[config.mk]
export PLATFORM = sky130hd
export DESIGN_NAME = serial_msg_rx
export DESIGN_NICKNAME = d
export VERILOG_FILES = /design/src/rtl/serial_msg_pkg.sv /design/src/rtl/serial_msg_rx_byte_strobe.sv /design/src/rtl/serial_msg_rx.sv
export SDC_FILE = /design/constraint.sdc
export NUM_CORES = 1
export LEC_CHECK = 0
export BUFFER_PORTS_ARGS = -buffer_cell sky130_fd_sc_hd__buf_4
export CORE_AREA = 10 10 75 77
export CTS_CLUSTER_SIZE = 8
export DETAILED_ROUTE_END_ITERATION = 10
export DIE_AREA = 0 0 85 87
export GPL_ROUTABILITY_DRIVEN = 0
export SYNTH_ARGS = -nofsm -noshare
export SYNTH_HDL_FRONTEND = slang
export SYNTH_SLANG_ARGS = --single-unit
[constraint.sdc]
create_clock -name clk -period 2.2 [get_ports clk]
set_input_delay 0.22 -clock clk [delete_from_list [all_inputs] [get_ports clk]]
set_output_delay 0.22 -clock clk [all_outputs]
set_load 0.02 [all_outputs]
[src/rtl/serial_msg_pkg.sv]
// Package for the serial message framer.
// Holds the header byte tables, the header length, the framer state type,
// the idle timeout length and the header match-step helper.
// The optional idle timeout is enabled by defining SERIAL_MSG_TIMEOUT_EN.
package serial_msg_pkg;

  localparam int unsigned HEADER_LENGHT  = 5;
  localparam int unsigned TIMEOUT_CYCLES = 1024;
  localparam int unsigned IDX_W          = $clog2(HEADER_LENGHT + 1);

  typedef logic [IDX_W-1:0] idx_t;
  typedef logic [HEADER_LENGHT-1:0][7:0] hdr_t;

  // Element 0 is the first byte on the wire.
  localparam hdr_t PARTICLE_HDR = {8'd74, 8'd73, 8'd72, 8'd71, 8'd70}; // "FGHIJ"
  localparam hdr_t MAP_HDR      = {8'd74, 8'd73, 8'd80, 8'd65, 8'd77}; // "MAPIJ"

  typedef enum logic [1:0] {
    HUNT,
    PAYLOAD_PARTICLE,
    PAYLOAD_MAP
  } state_t;

  // Advance a header match index by one received byte. A mismatch can still
  // be the start of a fresh header, so it restarts at 1 rather than 0.
  function automatic idx_t next_match_idx(input idx_t idx, input logic [7:0] b,
                                          input hdr_t hdr);
    if (b == hdr[idx])
      return idx + idx_t'(1);
    else if (b == hdr[0])
      return idx_t'(1);
    else
      return '0;
  endfunction

endpackage

[src/rtl/serial_msg_rx_byte_strobe.sv]
// serial_byte_strobe: turns the UART byte-ready level into a single-cycle
// accept pulse on its rising edge and forwards the byte alongside it.
// Ports:
//   clk        in   clock
//   reset      in   synchronous active-high reset
//   i_ready    in   UART byte-valid level
//   i_data     in   UART byte, stable while i_ready is high
//   o_accept   out  1-cycle pulse, first cycle i_ready is seen high
//   o_byte     out  byte to capture in the accept cycle
module serial_byte_strobe (
  input  logic       clk,
  input  logic       reset,
  input  logic       i_ready,
  input  logic [7:0] i_data,
  output logic       o_accept,
  output logic [7:0] o_byte
);

  logic r_prev_ready;

  always_ff @(posedge clk) begin
    if (reset)
      r_prev_ready <= 1'b0;
    else
      r_prev_ready <= i_ready;
  end

  assign o_accept = i_ready & ~r_prev_ready;
  assign o_byte   = i_data;

endmodule

[src/rtl/serial_msg_rx.sv]
// serial_msg_rx: frames raw UART bytes into particle or map messages.
// Hunts for a 5-byte header, then streams the payload bytes on msg_out with
// a 1-cycle type strobe, one cycle after each byte is accepted.
// Optional macro SERIAL_MSG_TIMEOUT_EN: abandon a partial payload after
// TIMEOUT_CYCLES idle cycles and return to header hunting.
// Ports:
//   clk                 in   system clock
//   reset               in   synchronous active-high reset
//   rx_data_ready       in   UART byte-valid level
//   rx_data             in   UART byte
//   msg_out             out  current payload byte (holds between strobes)
//   particle_data_flag  out  1-cycle strobe, msg_out is particle payload
//   map_data_flag       out  1-cycle strobe, msg_out is map payload
module serial_msg_rx #(
  parameter int unsigned HEADER_LENGHT       = serial_msg_pkg::HEADER_LENGHT,
  parameter int unsigned DATA_MESSAGE_LENGHT = 16,
  parameter int unsigned MAP_DATA_LENGHT     = 16
) (
  input  logic       clk,
  input  logic       reset,
  input  logic       rx_data_ready,
  input  logic [7:0] rx_data,
  output logic [7:0] msg_out,
  output logic       particle_data_flag,
  output logic       map_data_flag
);

  import serial_msg_pkg::*;

  localparam int unsigned PARTICLE_MESSAGE_LENGHT = HEADER_LENGHT + DATA_MESSAGE_LENGHT;
  localparam int unsigned MAP_MESSAGE_LENGHT      = HEADER_LENGHT + MAP_DATA_LENGHT;
  localparam int unsigned MAX_PAYLOAD = (DATA_MESSAGE_LENGHT > MAP_DATA_LENGHT) ?
                                        DATA_MESSAGE_LENGHT : MAP_DATA_LENGHT;
  localparam int unsigned CNT_W = $clog2(MAX_PAYLOAD) + 1;

  typedef logic [CNT_W-1:0] cnt_t;

  localparam cnt_t P_LAST = cnt_t'(PARTICLE_MESSAGE_LENGHT - HEADER_LENGHT - 1);
  localparam cnt_t M_LAST = cnt_t'(MAP_MESSAGE_LENGHT - HEADER_LENGHT - 1);
  localparam idx_t HDR_DONE = idx_t'(HEADER_LENGHT);

  logic       w_accept;
  logic [7:0] w_byte;

  state_t     r_state,  w_state_nxt;
  idx_t       r_p_idx,  w_p_idx_nxt, w_p_step;
  idx_t       r_m_idx,  w_m_idx_nxt, w_m_step;
  cnt_t       r_cnt,    w_cnt_nxt;
  logic [7:0] r_msg,    w_msg_nxt;
  logic       r_pflag,  w_pflag_nxt;
  logic       r_mflag,  w_mflag_nxt;

`ifdef SERIAL_MSG_TIMEOUT_EN
  localparam int unsigned IDLE_W = $clog2(TIMEOUT_CYCLES);
  logic [IDLE_W-1:0] r_idle, w_idle_nxt;
`endif

  serial_byte_strobe u_strobe (
    .clk      (clk),
    .reset    (reset),
    .i_ready  (rx_data_ready),
    .i_data   (rx_data),
    .o_accept (w_accept),
    .o_byte   (w_byte)
  );

  assign w_p_step = next_match_idx(r_p_idx, w_byte, PARTICLE_HDR);
  assign w_m_step = next_match_idx(r_m_idx, w_byte, MAP_HDR);

  always_comb begin
    w_state_nxt = r_state;
    w_p_idx_nxt = r_p_idx;
    w_m_idx_nxt = r_m_idx;
    w_cnt_nxt   = r_cnt;
    w_msg_nxt   = r_msg;
    w_pflag_nxt = 1'b0;
    w_mflag_nxt = 1'b0;
`ifdef SERIAL_MSG_TIMEOUT_EN
    w_idle_nxt  = '0;
`endif

    case (r_state)
      HUNT: begin
        if (w_accept) begin
          w_p_idx_nxt = w_p_step;
          w_m_idx_nxt = w_m_step;
          // Particle is checked first so it wins a simultaneous completion.
          if (w_p_step == HDR_DONE) begin
            w_state_nxt = PAYLOAD_PARTICLE;
            w_cnt_nxt   = '0;
            w_p_idx_nxt = '0;
            w_m_idx_nxt = '0;
          end else if (w_m_step == HDR_DONE) begin
            w_state_nxt = PAYLOAD_MAP;
            w_cnt_nxt   = '0;
            w_p_idx_nxt = '0;
            w_m_idx_nxt = '0;
          end
        end
      end
      PAYLOAD_PARTICLE, PAYLOAD_MAP: begin
        if (w_accept) begin
          w_msg_nxt   = w_byte;
          w_pflag_nxt = (r_state == PAYLOAD_PARTICLE);
          w_mflag_nxt = (r_state == PAYLOAD_MAP);
          if (r_cnt == ((r_state == PAYLOAD_PARTICLE) ? P_LAST : M_LAST)) begin
            w_state_nxt = HUNT;
            w_cnt_nxt   = '0;
          end else begin
            w_cnt_nxt   = r_cnt + cnt_t'(1);
          end
        end
`ifdef SERIAL_MSG_TIMEOUT_EN
        else if (r_idle == IDLE_W'(TIMEOUT_CYCLES - 1)) begin
          w_state_nxt = HUNT;
          w_cnt_nxt   = '0;
        end else begin
          w_idle_nxt  = r_idle + IDLE_W'(1);
        end
`endif
      end
      default: begin
        w_state_nxt = HUNT;
        w_cnt_nxt   = '0;
        w_p_idx_nxt = '0;
        w_m_idx_nxt = '0;
      end
    endcase
  end

  always_ff @(posedge clk) begin
    if (reset) begin
      r_state <= HUNT;
      r_p_idx <= '0;
      r_m_idx <= '0;
      r_cnt   <= '0;
      r_msg   <= '0;
      r_pflag <= 1'b0;
      r_mflag <= 1'b0;
`ifdef SERIAL_MSG_TIMEOUT_EN
      r_idle  <= '0;
`endif
    end else begin
      r_state <= w_state_nxt;
      r_p_idx <= w_p_idx_nxt;
      r_m_idx <= w_m_idx_nxt;
      r_cnt   <= w_cnt_nxt;
      r_msg   <= w_msg_nxt;
      r_pflag <= w_pflag_nxt;
      r_mflag <= w_mflag_nxt;
`ifdef SERIAL_MSG_TIMEOUT_EN
      r_idle  <= w_idle_nxt;
`endif
    end
  end

  assign msg_out            = r_msg;
  assign particle_data_flag = r_pflag;
  assign map_data_flag      = r_mflag;

endmodule

==> results.cfg <==
[critical_path]
r2r-start = r_p_idx[0]$_SDFFE_PP0P_
critPathRequiredTime_ns = 2.38
end_kind = register
critPathSlowestCell = o311ai_4
start_kind = register
crit_type = register to register
crit_start = r_p_idx[0]$_SDFFE_PP0P_
critPathMaxFanout = 3
r2r_cells = 9
cp.arrival_ns = 2.39
crit_chain = ha_4 -> nand2b_4 -> a211o_1 -> o311ai_4 -> nor2_2 -> a22o_1 -> inv_1 -> ha_1 -> or2_1
critical_path_buf_inv_count = 1
cp.depth = 9
cp_top_family = compound AO/OA/AOI/OAI gates
r2r_setup_slack_ns = -0.01
critical-path-max-stage-delay_ns = 0.35

[power]
switching_share = 0.223
seqPwrFrac = 0.505
p_clk_frac = 0.424
net-switching-power_mw = 0.265
power.internal_mw = 0.921
power.share.combinational = 0.071
power.density_nw_per_um2 = 548
peakVddDrop_mv = 0.397
leakage_nw = 0.854

[timing]
tightest_slew_ns = 0.712
finalClockSkew_ns = 0.00562
setup_slack_ns = -0.0127
setup_viol = 1
fin_crit_ns = 2.21
slew_headroom = 0.521
hold_viol_final = 0
fmax_mhz = 452
fin_crit_sh = 1.01
finalSetupTns_ns = -0.0127
maxSlewViolCount = 0
grt_setup_unrepaired = true

[status]
violations = negative setup slack
status = finished, violations left

[routing]
viasPerCell = 5.16
dr.pass1.iters = 4
wl_per_cell_um = 13.4
drc_errors = 0
drt_iter0_markers = 51
postRouteAntennaNets = 0
routed_wl_mm = 3.84
route.vias.total = 1476

[synthesis]
ys_warn_count = 0
synth.ff_latch_count = 33
synth_top_family_by_area = simple AND/OR/NAND/NOR gates
synth_edf_count = 0
yosys.area_share.simple = 0.253
yosysSeqAreaShare = 0.409
synth_top_area_share = 0.409
yosys.cell_types.count = 45
synthMostInstantiatedCell = dfxtp_1
synthAdderAreaFrac = 0.0542
muxShareOfSynthArea = 0.00697
yosys-top-cells-area = dfxtp_1 41%, a21oi_1 6.2%, ha_1 5.4%, nand2_1 4.9%, nand3_1 4.6%
synthesis.nets = 205
ys.flop_type = dfxtp_1
syn_inst = 187
async_reset_ff_frac = 0
synth-xor-area-share = 0.0542
syn_area_um2 = 1620
synth.largest_area_cell = dfxtp_1
synth.avg_cell_area_um2 = 8.64
synth_common_cells = 33 x dfxtp_1, 21 x nand2_1, 20 x a21oi_1
synth_compound_area_frac = 0.188

[layout]
ff_latch_area_um2 = 666
final_util = 0.511
area_delta_synth_final_pct = 33.8
n_antenna_cell = 0
fill_cells = 398
drive_gt1_frac = 0.295
stdcell_count = 286
fin_nets = 251
multiInputGateArea_um2 = 963

[clock_tree]
cts_root_buffer = clkbuf_8
clk_pin_slew_worst_paths_ns = 0.07
clock-sinks = 33
htreeDepth = 2
tritoncts = yes
cts_buffer_depth = 2
cts_buffers = 5
cts_hold_buf = 0
clk_latency_ns = 0.29

[die]
start_util = 0.382
die_area_um2 = 7400
rows = 24
die_h_um = 87
core_area_um2 = 4230
io_pins = 21
die-width_um = 85

[flow_run]
drv_cap = 0

[global_routing]
grt_pass1_vias = 1438
grt_pass1_wl_mm = 6.50
grtUsageTotal = 0.104
grt_overflow_total = 0
grt_max_degree = 20
antenna_found_initial = 0

[placement]
dp_hpwl_mm = 2.91
io_buffer_count = 20
place_inst = 276

[hold_path]
min_path_type = input port to register
==> layer usage <==
layer / wire length (µm) / up-vias / track usage
li1: - / 760 / -
met3: 145 / 4 / 0.0328
met4: 20 / 0 / 0.0254
met1: 1840 / 688 / 0.125
met5: 0 / - / 0
met2: 1830 / 24 / 0.176
==> metrics by stage <==
step                power [mW]  hold WS (ns)  setup WS (ns)  cell area [µm²]
CTS                       1.20         0.166         0.0332             2110
floorplan                0.649         0.348        0.00190             1650
finish                    1.19         0.163        -0.0127             2160
global route              1.23         0.184        -0.0567             2160
detailed placement       0.694         0.448        -0.0353             2000
global placement         0.695         0.449         0.0156             2000
==> cell families (layout without fill, tap and decap cells) <==
kind of cell               after synthesis  count (layout)
adders and majority gates                7               7
muxes                                    1               1
xor gates and xnor gates                10              10
DFF                                     33              33
and+or+nand+nor                         75              75
AOI/OAI and AO/OA                       46              46
buffers and inverters                   15              62
==> repair_timing <==
action                     CTS  global route
setup endpoints to repair    1             6
setup buffers                0             2
pin swaps                    1             6
gates resized for setup      1             7
==> cells in the final DEF, fill, tap and decap left out, types with 2 or more instances in the layout <==
master    instances
buf_4            44
dfxtp_2           4
inv_1             9
a21oi_1          20
nor2_1            7
nand2b_1          3
xnor2_1           8
nand4_1           4
ha_1              5
and2_1            2
nand2_1          21
o21a_1            2
clkbuf_8          7
dfxtp_1          29
or2_1             3
nor3b_1           2
nor2b_1           2
a22o_1            4
a31oi_1           2
o21ai_0           6
ha_4              2
nand3_1          15
o32ai_1           2
xor2_1            2
and3b_1           2
==> power by group through the flow <==
| stage | Sequential (mW) | Combinational (mW) | Clock (mW) |
|---|---|---|---|
| 5_1_grt | 0.599 | 0.0924 | 0.539 |
| 3_3_place_gp | 0.612 | 0.0823 | 0 |
| 4_1_cts | 0.599 | 0.0834 | 0.517 |
| 6_report | 0.599 | 0.0839 | 0.503 |
| 3_5_place_dp | 0.612 | 0.0817 | 0 |
| 2_1_floorplan | 0.612 | 0.0368 | 0 |
==> area by class of cell <==
class                   count  area share
clock inverters             1     0.00231
repair buffers             44       0.153
inverters                  10      0.0174
well taps                  52      0.0301
flip-flops and latches     33       0.308
multi-input cells         139       0.445
clock buffers               7      0.0445
==> worst min-delay path by stage <==
stage                             from                          endpoint  slack (ns)  cells after the start
3_5_place_dp   msg_out[5]$_SDFFE_PP0P_           msg_out[5]$_SDFFE_PP0P_        0.45                      2
6_report                 rx_data_ready  u_strobe.r_prev_ready$_SDFF_PP0_        0.16                      2
5_1_grt                  rx_data_ready  u_strobe.r_prev_ready$_SDFF_PP0_        0.18                      2
4_1_cts                  rx_data_ready  u_strobe.r_prev_ready$_SDFF_PP0_        0.17                      2
2_1_floorplan            rx_data_ready  u_strobe.r_prev_ready$_SDFF_PP0_        0.35                      1
3_3_place_gp   msg_out[5]$_SDFFE_PP0P_           msg_out[5]$_SDFFE_PP0P_        0.45                      2
Note: power is estimated with default switching activity, not from simulation.
